--- config.mk ---
export PLATFORM = sky130hd
export DESIGN_NAME = mux_tree_pipe_flat
export DESIGN_NICKNAME = d
export VERILOG_FILES = /design/src/rtl/mux_tree_pipe_if.sv /design/src/rtl/mux_tree_pipe.sv /design/src/flat_wrapper.sv
export SDC_FILE = /design/constraint.sdc
export NUM_CORES = 1
export LEC_CHECK = 0
export CORE_ASPECT_RATIO = 1.25
export CORE_UTILIZATION = 45
export CTS_BUF_LIST = sky130_fd_sc_hd__clkbuf_4
export CTS_CLUSTER_SIZE = 10
export DETAILED_ROUTE_END_ITERATION = 10
export PLACE_DENSITY = 0.73
export SYNTH_ARGS = -nofsm -noshare
export SYNTH_HDL_FRONTEND = slang
export SYNTH_SLANG_ARGS = --single-unit
--- constraint.sdc ---
create_clock -name clk -period 2.1 [get_ports clk]
set_clock_uncertainty 0.05 [all_clocks]
set_input_delay 0.42 -clock clk [delete_from_list [all_inputs] [get_ports clk]]
set_output_delay 0.42 -clock clk [all_outputs]
set_load 0.005 [all_outputs]
--- src/rtl/mux_tree_pipe_if.sv ---
// Handshake bundle for mux_tree_pipe: parallel sample bank on one side,
// single serial consumer on the other.
interface mux_tree_pipe_if #(
    parameter int WIDTH = 8,
    parameter int N_IN  = 8,
    parameter int SEL_W = $clog2(N_IN)
);
    logic [N_IN*WIDTH-1:0] in_data;
    logic [SEL_W-1:0]      in_sel;
    logic                  scan_en;
    logic                  in_valid;
    logic                  in_ready;
    logic [WIDTH-1:0]      out_data;
    logic [SEL_W-1:0]      out_chan;
    logic                  out_valid;
    logic                  out_ready;

    modport master (
        output in_data, in_sel, scan_en, in_valid, out_ready,
        input  in_ready, out_data, out_chan, out_valid
    );

    modport slave (
        input  in_data, in_sel, scan_en, in_valid, out_ready,
        output in_ready, out_data, out_chan, out_valid
    );
endinterface

--- src/rtl/mux_tree_pipe.sv ---
// Pipelined N_IN:1 binary mux tree, one register stage per tree level, with a
// single global stall and an optional round-robin channel scanner.
module mux_tree_pipe #(
    parameter int WIDTH = 8,
    parameter int N_IN  = 8,
    parameter int SEL_W = $clog2(N_IN)
) (
    input  logic             clk,
    input  logic             rst_n,
    mux_tree_pipe_if.slave   bus
);
    localparam int LEVELS = SEL_W;
    // All level outputs packed back to back: level l owns N_IN>>(l+1) words.
    localparam int NWORDS = N_IN - 1;

    logic                    advance_s;
    logic                    accept_s;
    logic [SEL_W-1:0]        sel_eff_s;
    logic [SEL_W-1:0]        scan_cnt_r;
    logic [NWORDS*WIDTH-1:0] data_r;
    logic [NWORDS*WIDTH-1:0] data_nxt_s;
    logic [SEL_W-1:0]        tag_r [LEVELS];
    logic [LEVELS-1:0]       vld_r;

    // Word offset of level lvl's output group inside data_r.
    function automatic int roff(input int lvl);
        return N_IN - (N_IN >> lvl);
    endfunction

    // Global stall, acceptance and the select captured with the sample.
    always_comb begin
        advance_s = 1'b0;
        accept_s  = 1'b0;
        sel_eff_s = '0;
        if (!vld_r[LEVELS-1] || bus.out_ready) begin
            advance_s = 1'b1;
        end else begin
            advance_s = 1'b0;
        end
        accept_s = bus.in_valid && advance_s;
        if (bus.scan_en) begin
            sel_eff_s = scan_cnt_r;
        end else begin
            sel_eff_s = bus.in_sel;
        end
    end

    // 2:1 reductions feeding every stage; level l steers with tag bit l.
    always_comb begin
        data_nxt_s = data_r;
        for (int j = 0; j < (N_IN >> 1); j++) begin
            if (sel_eff_s[0]) begin
                data_nxt_s[(roff(0) + j)*WIDTH +: WIDTH] = bus.in_data[(2*j + 1)*WIDTH +: WIDTH];
            end else begin
                data_nxt_s[(roff(0) + j)*WIDTH +: WIDTH] = bus.in_data[(2*j)*WIDTH +: WIDTH];
            end
        end
        for (int l = 1; l < LEVELS; l++) begin
            for (int j = 0; j < (N_IN >> (l + 1)); j++) begin
                if (tag_r[l-1][l]) begin
                    data_nxt_s[(roff(l) + j)*WIDTH +: WIDTH] =
                        data_r[(roff(l-1) + 2*j + 1)*WIDTH +: WIDTH];
                end else begin
                    data_nxt_s[(roff(l) + j)*WIDTH +: WIDTH] =
                        data_r[(roff(l-1) + 2*j)*WIDTH +: WIDTH];
                end
            end
        end
    end

    // Pipeline stages: shift together on advance, hold everything otherwise.
    always_ff @(posedge clk) begin
        if (!rst_n) begin
            data_r <= '0;
            vld_r  <= '0;
            for (int l = 0; l < LEVELS; l++) begin
                tag_r[l] <= '0;
            end
        end else if (advance_s) begin
            data_r   <= data_nxt_s;
            vld_r[0] <= accept_s;
            tag_r[0] <= sel_eff_s;
            for (int l = 1; l < LEVELS; l++) begin
                vld_r[l] <= vld_r[l-1];
                tag_r[l] <= tag_r[l-1];
            end
        end else begin
            data_r <= data_r;
            vld_r  <= vld_r;
        end
    end

    // Round-robin scanner; N_IN is a power of two so the add wraps naturally.
    always_ff @(posedge clk) begin
        if (!rst_n) begin
            scan_cnt_r <= '0;
        end else if (accept_s && bus.scan_en) begin
            scan_cnt_r <= scan_cnt_r + SEL_W'(1);
        end else begin
            scan_cnt_r <= scan_cnt_r;
        end
    end

    assign bus.in_ready  = advance_s;
    assign bus.out_data  = data_r[(NWORDS-1)*WIDTH +: WIDTH];
    assign bus.out_chan  = tag_r[LEVELS-1];
    assign bus.out_valid = vld_r[LEVELS-1];

endmodule

--- src/flat_wrapper.sv ---
// flat-port wrapper written by rule: the top's interface ports become plain ports
module mux_tree_pipe_flat 
#(
    parameter int WIDTH = 8,
    parameter int N_IN  = 8,
    parameter int SEL_W = $clog2(N_IN)
)
  (clk, rst_n, bus_in_data, bus_in_sel, bus_scan_en, bus_in_valid, bus_out_ready, bus_in_ready, bus_out_data, bus_out_chan, bus_out_valid);
  mux_tree_pipe_if #(.WIDTH(WIDTH), .N_IN(N_IN), .SEL_W(SEL_W)) bus_i ();
  input  logic clk;
  input  logic rst_n;
  input wire logic [$bits(bus_i.in_data)-1:0] bus_in_data;
  input wire logic [$bits(bus_i.in_sel)-1:0] bus_in_sel;
  input wire logic [$bits(bus_i.scan_en)-1:0] bus_scan_en;
  input wire logic [$bits(bus_i.in_valid)-1:0] bus_in_valid;
  input wire logic [$bits(bus_i.out_ready)-1:0] bus_out_ready;
  output wire logic [$bits(bus_i.in_ready)-1:0] bus_in_ready;
  output wire logic [$bits(bus_i.out_data)-1:0] bus_out_data;
  output wire logic [$bits(bus_i.out_chan)-1:0] bus_out_chan;
  output wire logic [$bits(bus_i.out_valid)-1:0] bus_out_valid;
  assign bus_i.in_data = bus_in_data;
  assign bus_i.in_sel = bus_in_sel;
  assign bus_i.scan_en = bus_scan_en;
  assign bus_i.in_valid = bus_in_valid;
  assign bus_i.out_ready = bus_out_ready;
  assign bus_in_ready = bus_i.in_ready;
  assign bus_out_data = bus_i.out_data;
  assign bus_out_chan = bus_i.out_chan;
  assign bus_out_valid = bus_i.out_valid;
  mux_tree_pipe #(.WIDTH(WIDTH), .N_IN(N_IN), .SEL_W(SEL_W)) u_core (.clk(clk), .rst_n(rst_n), .bus(bus_i));
endmodule
======== After elaboration in Yosys (flattened, before gate mapping) ========
Memories as Yosys holds them, arrays and structs flattened.
Cells that the tools add are included.
word-level totals
  register bits after elaboration ......... 62
  bits in latches ......................... 0
  memory bits (writable) .................. 9
  ROM bits ................................ 0
  bits of input ports ..................... 72
  output and inout port bits .............. 13
  word-level logic and storage cells ...... 28
  memories kept ........................... 1
memory list
  name          depth  width  read ports  clocked after memory_dff  wr ports  line                 RTL
  u_core.tag_r  3      3      3           0                         3         mux_tree_pipe.sv:22  logic [SEL_W-1:0] tag_r [LEVELS];
cells by class
  $add $sub $neg .......................... 1
  multiply operators ...................... 0
  divide/modulo/power cells ............... 0
  $lt $le $gt $ge ......................... 0
  equality and inequality tests ........... 0
  shift operators ......................... 0
  mux-type cells .......................... 16
  bitwise logic cells ..................... 3
  reductions and logical operators ........ 4
operators by type and width
  cell                                         count
  two-way mux 8 bit                            7
  two-way mux 3 bit                            4
  two-way mux 1 bit                            5
  adder 3 x 1 -> 3 bit, second input constant  1
  bitwise OR 1 bit                             3
  logical AND 1 bit                            2
  logical NOT 1 bit                            1
  logical OR 1 bit                             1

======== Logic depth before layout (Yosys ltp) ========
Gate-level depths: netlist (run 1).
  depth in word-level cells ............... 7
  gate-level depth with buffers ........... 7
  mapped depth without buffers ............ 4

======== Least setup slack after synthesis (run 1) ========
Ideal clock, no wire load.
  kind .................................... in2reg
  start ................................... input bus_out_ready
  end ..................................... memory u_core.tag_r[0][0] in the netlist's numbering, enable pin
  setup time .............................. 0.329 ns
  data arrival time ....................... 1.223 ns
  data required time ...................... 1.721 ns
  setup slack ............................. 0.498 ns
  stages .................................. 7
  buffers on the path ..................... 3
  cells stage by stage .................... nor2b_1 > buf_2 > inv_2 > nor2_2 > buf_4 > buf_4 > inv_1
RTL lines
  element      line                 RTL
  from (decl)  flat_wrapper.sv:16   input wire logic [$bits(bus_i.out_ready)-1:0] bus_out_ready;
  to (decl)    mux_tree_pipe.sv:22

======== Worst setup path after layout (run 1) ========
  start ................................... input bus_out_ready
  end ..................................... output bus_in_ready
on the way
  word-level cells in the longest chain between the ends .. 2
RTL lines
  element            line                 RTL
  logical OR 1 bit   mux_tree_pipe.sv:35  if (!vld_r[LEVELS-1] || bus.out_ready) begin
  two-way mux 1 bit  mux_tree_pipe.sv:35
  to (decl)          flat_wrapper.sv:17   output wire logic [$bits(bus_i.in_ready)-1:0] bus_in_ready;
No other way between the ends.

==> results of run 1 <==
## area by class of cell
class	instances	area [µm²]	area share [%]
Inverter	4	15.0	0.362
Timing Repair Buffer	95	986	23.7
Clock inverter	6	131	3.16
Tap cell	87	109	2.62
Sequential cell	71	1510	36.4
Clock buffer	10	75.1	1.81
Multi-Input combinational cell	146	1320	31.9
## power groups by stage
stage	registers (W)	clock network, W	logic, W
final	0.00152	0.00120	0.000409
after detailed placement	0.00155	0	0.000414
after floorplan	0.00153	0	0.000234
after CTS	0.00152	0.00122	0.000417
after global routing	0.00154	0.00128	0.000450
after global placement	0.00155	0	0.000407
## cell families (layout without fill, tap and decap cells)
kind of cell / after synthesis / count (layout) / share of synthesized area, %
adder cells (fa/ha/maj): 1 / 1 / 0.407
flip-flops: 71 / 71 / 49.2
multiplexers: 59 / 59 / 19.6
AND/OR/NAND/NOR: 22 / 22 / 3.62
buffers and inverters: 36 / 115 / 7.98
AO/OA/AOI/OAI: 64 / 64 / 19.2
## critical path, stage by stage
cell             delay (ns)
clkdlybuf4s50_1        0.40
nor2b_1                0.18
inv_2                  0.05
clkdlybuf4s50_1        0.45
## layer usage
layer	routed length, µm	global-route usage (%)	share of wire (%)
met5	0	0	0
met4	142	10.3	2.4
met2	2760	27.1	47
met3	280	4.06	4.8
met1	2630	21.9	45
## path summary, 6_finish.rpt
kind | from | to | slack (ns) | cells past startpoint
max reg2reg | u_core.vld_r[2] | u_core.data_r[34] | 0.67 | 6
min | u_core.vld_r[0] | u_core.vld_r[0] | 0.41 | 2
min reg2reg | u_core.vld_r[0] | u_core.vld_r[0] | 0.41 | 2
max | bus_out_ready | bus_in_ready | 0.13 | 4
## metrics by stage
step | hold WS, ns | instances | total power (W) | setup WS, ns | utilization (%)
finish | 0.411 | 419 | 0.00313 | 0.133 | 63.2
global route | 0.428 | 419 | 0.00327 | 0.0716 | 63.2
global placement | 0.391 | 403 | 0.00196 | 0.0898 | 60.1
detailed placement | 0.395 | 403 | 0.00197 | 0.0503 | 60.1
floorplan | 0.382 | 253 | 0.00176 | 0.498 | -
CTS | 0.409 | 419 | 0.00317 | 0.117 | 63.2
## placed cells by master (no fill, tap or decap), drive strengths merged
master and count:
a21oi 5, and3 6, buf 11, bufinv 4, clkbuf 10, clkdlybuf4s50 84
clkinv 1, dfxtp 62, edfxtp 9, ha 1, inv 5, mux2i 59
nand2 6, nand4 1, nor2 6, nor2b 1, o21ai 2, o2bb2ai 56
o31ai 1, or3 1, or4 1
## flip-flops by register name, indices dropped and copies added, names as in the netlist
name and flops:
u_core.data_r 56, u_core.tag_r 9, u_core.scan_cnt_r 3, u_core.vld_r 3
==> impl_results.md, run 1 <==
- Status: finished clean
- Synth top area share: 40.4%
- Period minus WS final: 1.97 ns
- Inserted Clock Buffers: 9
- Max-cap violations: 0
- Aggregate global-route resource usage: 17.3%
- Peak supply drop: between 300 and 400 µV
- Max transition margin: between 60 and 70%
- Clock group share of total power: 38.3%
- Top-count cell post-synth: dfxtp_1
- Clock Pin Slew Worst Setup and Hold Paths: 0.11 ns
- Die Wd: ~76 µm
- P_sw: 0.000676 W
- Hold buffers post-CTS: 0
- Crit path required time: 1.63 ns
- Antenna diode count: 0
- Final Cycle Share: 93.7%
- Clock latency on the worst-skew pair: a little over 0.4 ns
- DRC: 0
- GR Overflow Total: 0
- Leakage power: about 1.6 nW
- Hpwl dp: ~4000 µm
- Internal power: roughly 0.0025 W
- Worst Path Arrival: roughly 1.5 ns
- Core ar.: 6570 µm²
- Fmax: between 500 and 600 MHz
- Initial core utilization: a little under half
- Global-route wire length before repair: about 9600 µm
- Row count: 33
- Top post-synthesis cells by count: dfxtp_1 (62), mux2i_1 (58), o2bb2ai_1 (47)
- CTS tree: done
- CTS sink count: between 70 and 80
- Final Net Count: 400
- Warnings from Yosys: 0
- PortBufs: between 80 and 90
- Sw Ratio: 21.6%
- Detailed Route Iter0 Violations: roughly 120
- Setup violations, final: 0
- CTS Buffer Depth: 2
- Synth Register Bits: 71
- Antenna Nets Post-Route: 0
- CP max FO: 2
- Ys async rst share: 0%
- Placed Area: 3950 µm²
- Post-DR wirelength/cell: around 14 µm
- Combinational Power Share: a little over an eighth
- H-tree depth: 3
- Gpl congestion: roughly 0.7
- Layout filler cell count: between 500 and 600
- Antenna violations before repair: 0
- First-pass DRT Iterations: 4
- Post-Syn Area: between 3000 and 4000 µm²
- Syn Area/Cell: around 12 µm²
- CTS resizes: 0
- Die H: roughly 94 µm
- Vias in the first global route: ~2,000
- Share of cells above drive strength 1: between 10% and 20%
- Sequential area share after synthesis: roughly 49%
- Slew Viols, Final: 0
- Top FF cell, synth: dfxtp_1
- P per Cell Area: ~760 nW/µm²
- Setup crit start kind: primary input
- Design Area, Final: between 4000 and 5000 µm²
- Root Buffer: clkbuf_4
- Total negative slack: 0 ns
- Cell taking the most area after synthesis: dfxtp_1
- Sequential Power Share: between 40 and 50%
- Detail-routed via count per cell: 5.08
- Mapped Nets: between 300 and 400
- Io pins: between 80 and 90
- HP Class: register to register
- Final hold violations: 0
- Synth-to-layout area growth: 35.1%
- Worst Tran Pin Value: roughly 0.5 ns
- Die area: slightly above 7000 µm²
- Worst Setup End Kind: output port
- Routed via count: 2,130
- Postcts setup bufs: 0
- Synth cell types: 25
- Number of synthesized flops with an enable pin: 9
- Largest net degree at the start of global routing: 47
- Total routed wirelength: 5810 µm
- RSZ-0062 raised after global routing: no
- Ranking of synthesized cells by area: dfxtp_1 (40%), mux2i_1 (19%), o2bb2ai_1 (13%)
- Crit path kind: primary input to output port
- Synthesized instance count: about 250
(Power assumes the default switching activity.)
==> run 2: changes to the inputs <==
==> constraint.sdc (replaced) <==
create_clock -name clk -period 2.1 [get_ports clk]
set_clock_uncertainty 0.05 [all_clocks]
set_input_delay 0.21 -clock clk [delete_from_list [all_inputs] [get_ports clk]]
set_output_delay 0.21 -clock clk [all_outputs]
set_load 0.005 [all_outputs]
==> run 2 against run 1 <==
Non-clock buffer count unchanged; routed wire length increased by 4.9%; final cell count unchanged; critical path type is now register to output port; highest routed layer unchanged.
==> impl_results.md, run 2 (synthesis gave the netlist of run 1 again) <==
- Crit path required time: 1.84 ns (+0.21 ns)
- Io pins: 85 (unchanged)
- Root Buffer: clkbuf_4
- Max-cap violations: 0 (unchanged)
- Met3 Use GR: 3.29% (-0.77 points)
- Crit-path slowest cell: clkdlybuf4s50_1
- CTS resizes: 0 (unchanged)
- Worst Tran Pin Value: 0.492 ns (+0.00437 ns)
- PortBufs: 84 (unchanged)
- Setup crit start kind: register
- Power Total: 0.00275 W (-12%)
- Die H: 94.4 µm (unchanged)
- Largest register FFs: 56 (unchanged)
- CP Launch Point: u_core.vld_r[2]
- Met1 usage: 23.0% (+1.2 points)
- Postcts setup bufs: 0 (unchanged)
- HP Class: primary input to register
- Leakage power: 1.58 nW (-2.3%)
- Antenna diode count: 0 (unchanged)
- Worst Path Arrival: 1.58 ns (+0.08 ns)
- Vias in the first global route: 2,210 (+8.5%)
- CP bufs+invs: 2 (-1)
- Total routed wirelength: 6090 µm (+4.9%)
- Crit-path leading delay family: buffers and inverters
- Layout filler cell count: 554 (-0.18%)
- CTS tree: done
- P per Cell Area: 675 nW/µm² (-11%)
- Crit path capture: bus_in_ready
- Registers with the most flip-flops: u_core.data_r: 56 flops, u_core.tag_r: 9 flops
- Detailed Route Iter0 Violations: 127 (+5.0%)
- H-tree depth: 3 (unchanged)
- Final hold violations: 0 (unchanged)
- Commonest non-fill, non-tap cells in the layout: clkdlybuf4s50_1 (84), dfxtp_1 (62), mux2i_1 (58)
- Hpwl dp: 4320 µm (+7.8%)
- WP depth: 3 (-1)
- CTS sink count: 71 (unchanged)
- Status: finished clean
- Max transition margin: 67.2% (-0.29 points)
- Share of cells above drive strength 1: 11.7% (-0.30 points)
- Fmax: 542 MHz (+6.7%)
- First-pass DRT Iterations: 4 (unchanged)
- Final Cycle Share: 87.8% (-5.9 points)
- Commonest non-fill, non-tap cell in the layout: clkdlybuf4s50_1
- Global-route wire length before repair: 10,300 µm (+7.3%)
- Total negative slack: 0 ns (unchanged)
- Peak supply drop: 389 µV (+2.9%)
- DRC: 0 (unchanged)
- Setup violations, final: 0 (unchanged)
- Final Net Count: 400 (unchanged)
- Die Wd: 75.9 µm (unchanged)
- Detail-routed via count per cell: 5.17 (+1.7%)
- Crit Reg-Reg Endpoint: u_core.data_r[10]
- Crit-path cells: nor2b_1, inv_2, clkdlybuf4s50_1
- Hold buffers post-CTS: 0 (unchanged)
- Period minus WS final: 1.84 ns (-0.124 ns)
- Die area: 7170 µm² (unchanged)
- Gpl congestion: 0.708 (-1.3%)
- Row count: 33 (unchanged)
- Worst Setup End Kind: output port
- Crit path kind: register to output port
- Post-DR wirelength/cell: 14.5 µm (+4.9%)
- Antenna Nets Post-Route: 0 (unchanged)
- Grt peak-use layer: met2
- Inserted Clock Buffers: 9 (unchanged)
- GR Overflow Total: 0 (unchanged)
- Slew Viols, Final: 0 (unchanged)
- Synth-to-layout area growth: 32.2%
- Aggregate global-route resource usage: 18.4% (+1.1 points)
- Clock latency on the worst-skew pair: 0.38 ns (-0.03 ns)
- Initial core utilization: 46.8% (unchanged)
- CTS Buffer Depth: 2 (unchanged)
- Clock Pin Slew Worst Setup and Hold Paths: 0.11 ns (about the same)
- Top reg by flops: u_core.data_r
- Cells on worst reg2reg path: 5 (-1)
- Antenna violations before repair: 0 (unchanged)
- Worst hold slack: 0.400 ns (-0.0116 ns)
- Routed via count: 2,167 (+1.7%)
- Core ar.: 6570 µm² (unchanged)
- Flop2flop setup slack: 0.65 ns (-0.02 ns)
- Max incr delay on CP: 0.55 ns (+0.10 ns)
- RSZ-0062 raised after global routing: no
- Grt met2 use: 30.3% (+3.2 points)
- Largest net degree at the start of global routing: 30 (-36%)
- RR Startpoint: u_core.vld_r[2]
- CP max FO: 12 (+10)
==> run 2: cell count changes in the layout (fill, tap and decap cells not counted) <==
| cell | before | now |
|---|---|---|
| inv_4 | 1 | 0 |
| clkinv_2 | 1 | 3 |
| buf_12 | 5 | 4 |
| buf_4 | 6 | 7 |
| clkinv_1 | 0 | 1 |
| bufinv_16 | 4 | 1 |
| clkbuf_4 | 10 | 11 |
==> run 2: stage by stage <==
step                      utilization, %  instance area, µm²  worst slack [ns]  cells
final                               61.9                4060             0.257    419
after global routing                61.9                4060             0.140    419
after detailed placement            59.9                3930             0.242    403
after floorplan                        -                3070             0.530    253
after CTS                           61.9                4060             0.226    419
after global placement              59.9                3930             0.293    403
==> run 2: tightest hold or removal path, cell delays in order <==
cell             delay (ns)
clkdlybuf4s50_1        0.45
nand2_1                0.07
a21oi_1                0.06
==> run 2: cell type report <==
| cell class | instances | area [µm²] | share of cell area (%) |
|---|---|---|---|
| sequential | 71 | 1510 | 37.2 |
| multi-input combinational | 146 | 1320 | 32.6 |
| tap | 87 | 109 | 2.68 |
| clock inverter | 5 | 48.8 | 1.20 |
| timing repair buffer | 95 | 973 | 24.0 |
| clock buffer | 11 | 82.6 | 2.03 |
| inverter | 4 | 15.0 | 0.369 |
==> run 2: metal layers <==
layer / share of wire [%] / routed length [µm]
met1: 46 / 2790
met2: 49 / 2970
met3: 3.5 / 213
met4: 1.9 / 117
met5: 0 / 0
==> run 2: power breakdown <==
| group | total, W | switching [W] | leakage, nW | internal, W |
|---|---|---|---|---|
| combinational | 0.000412 | 0.000158 | 0.884 | 0.000254 |
| sequential | 0.00152 | 0.0000553 | 0.620 | 0.00146 |
| clock | 0.000813 | 0.000432 | 0.0780 | 0.000381 |
| total | 0.00275 | 0.000645 | 1.58 | 0.00210 |
==> run 2: how the worst min path moves through the flow <==
stage,start,to,cells after the start
4_1_cts,bus_in_valid,u_core.vld_r[0],3
3_5_place_dp,u_core.data_r[0],u_core.data_r[0],1
6_report,bus_in_valid,u_core.vld_r[0],3
2_1_floorplan,bus_in_valid,u_core.vld_r[0],2
3_3_place_gp,u_core.vld_r[0],u_core.vld_r[0],2
5_1_grt,bus_in_data[14],u_core.data_r[6],3
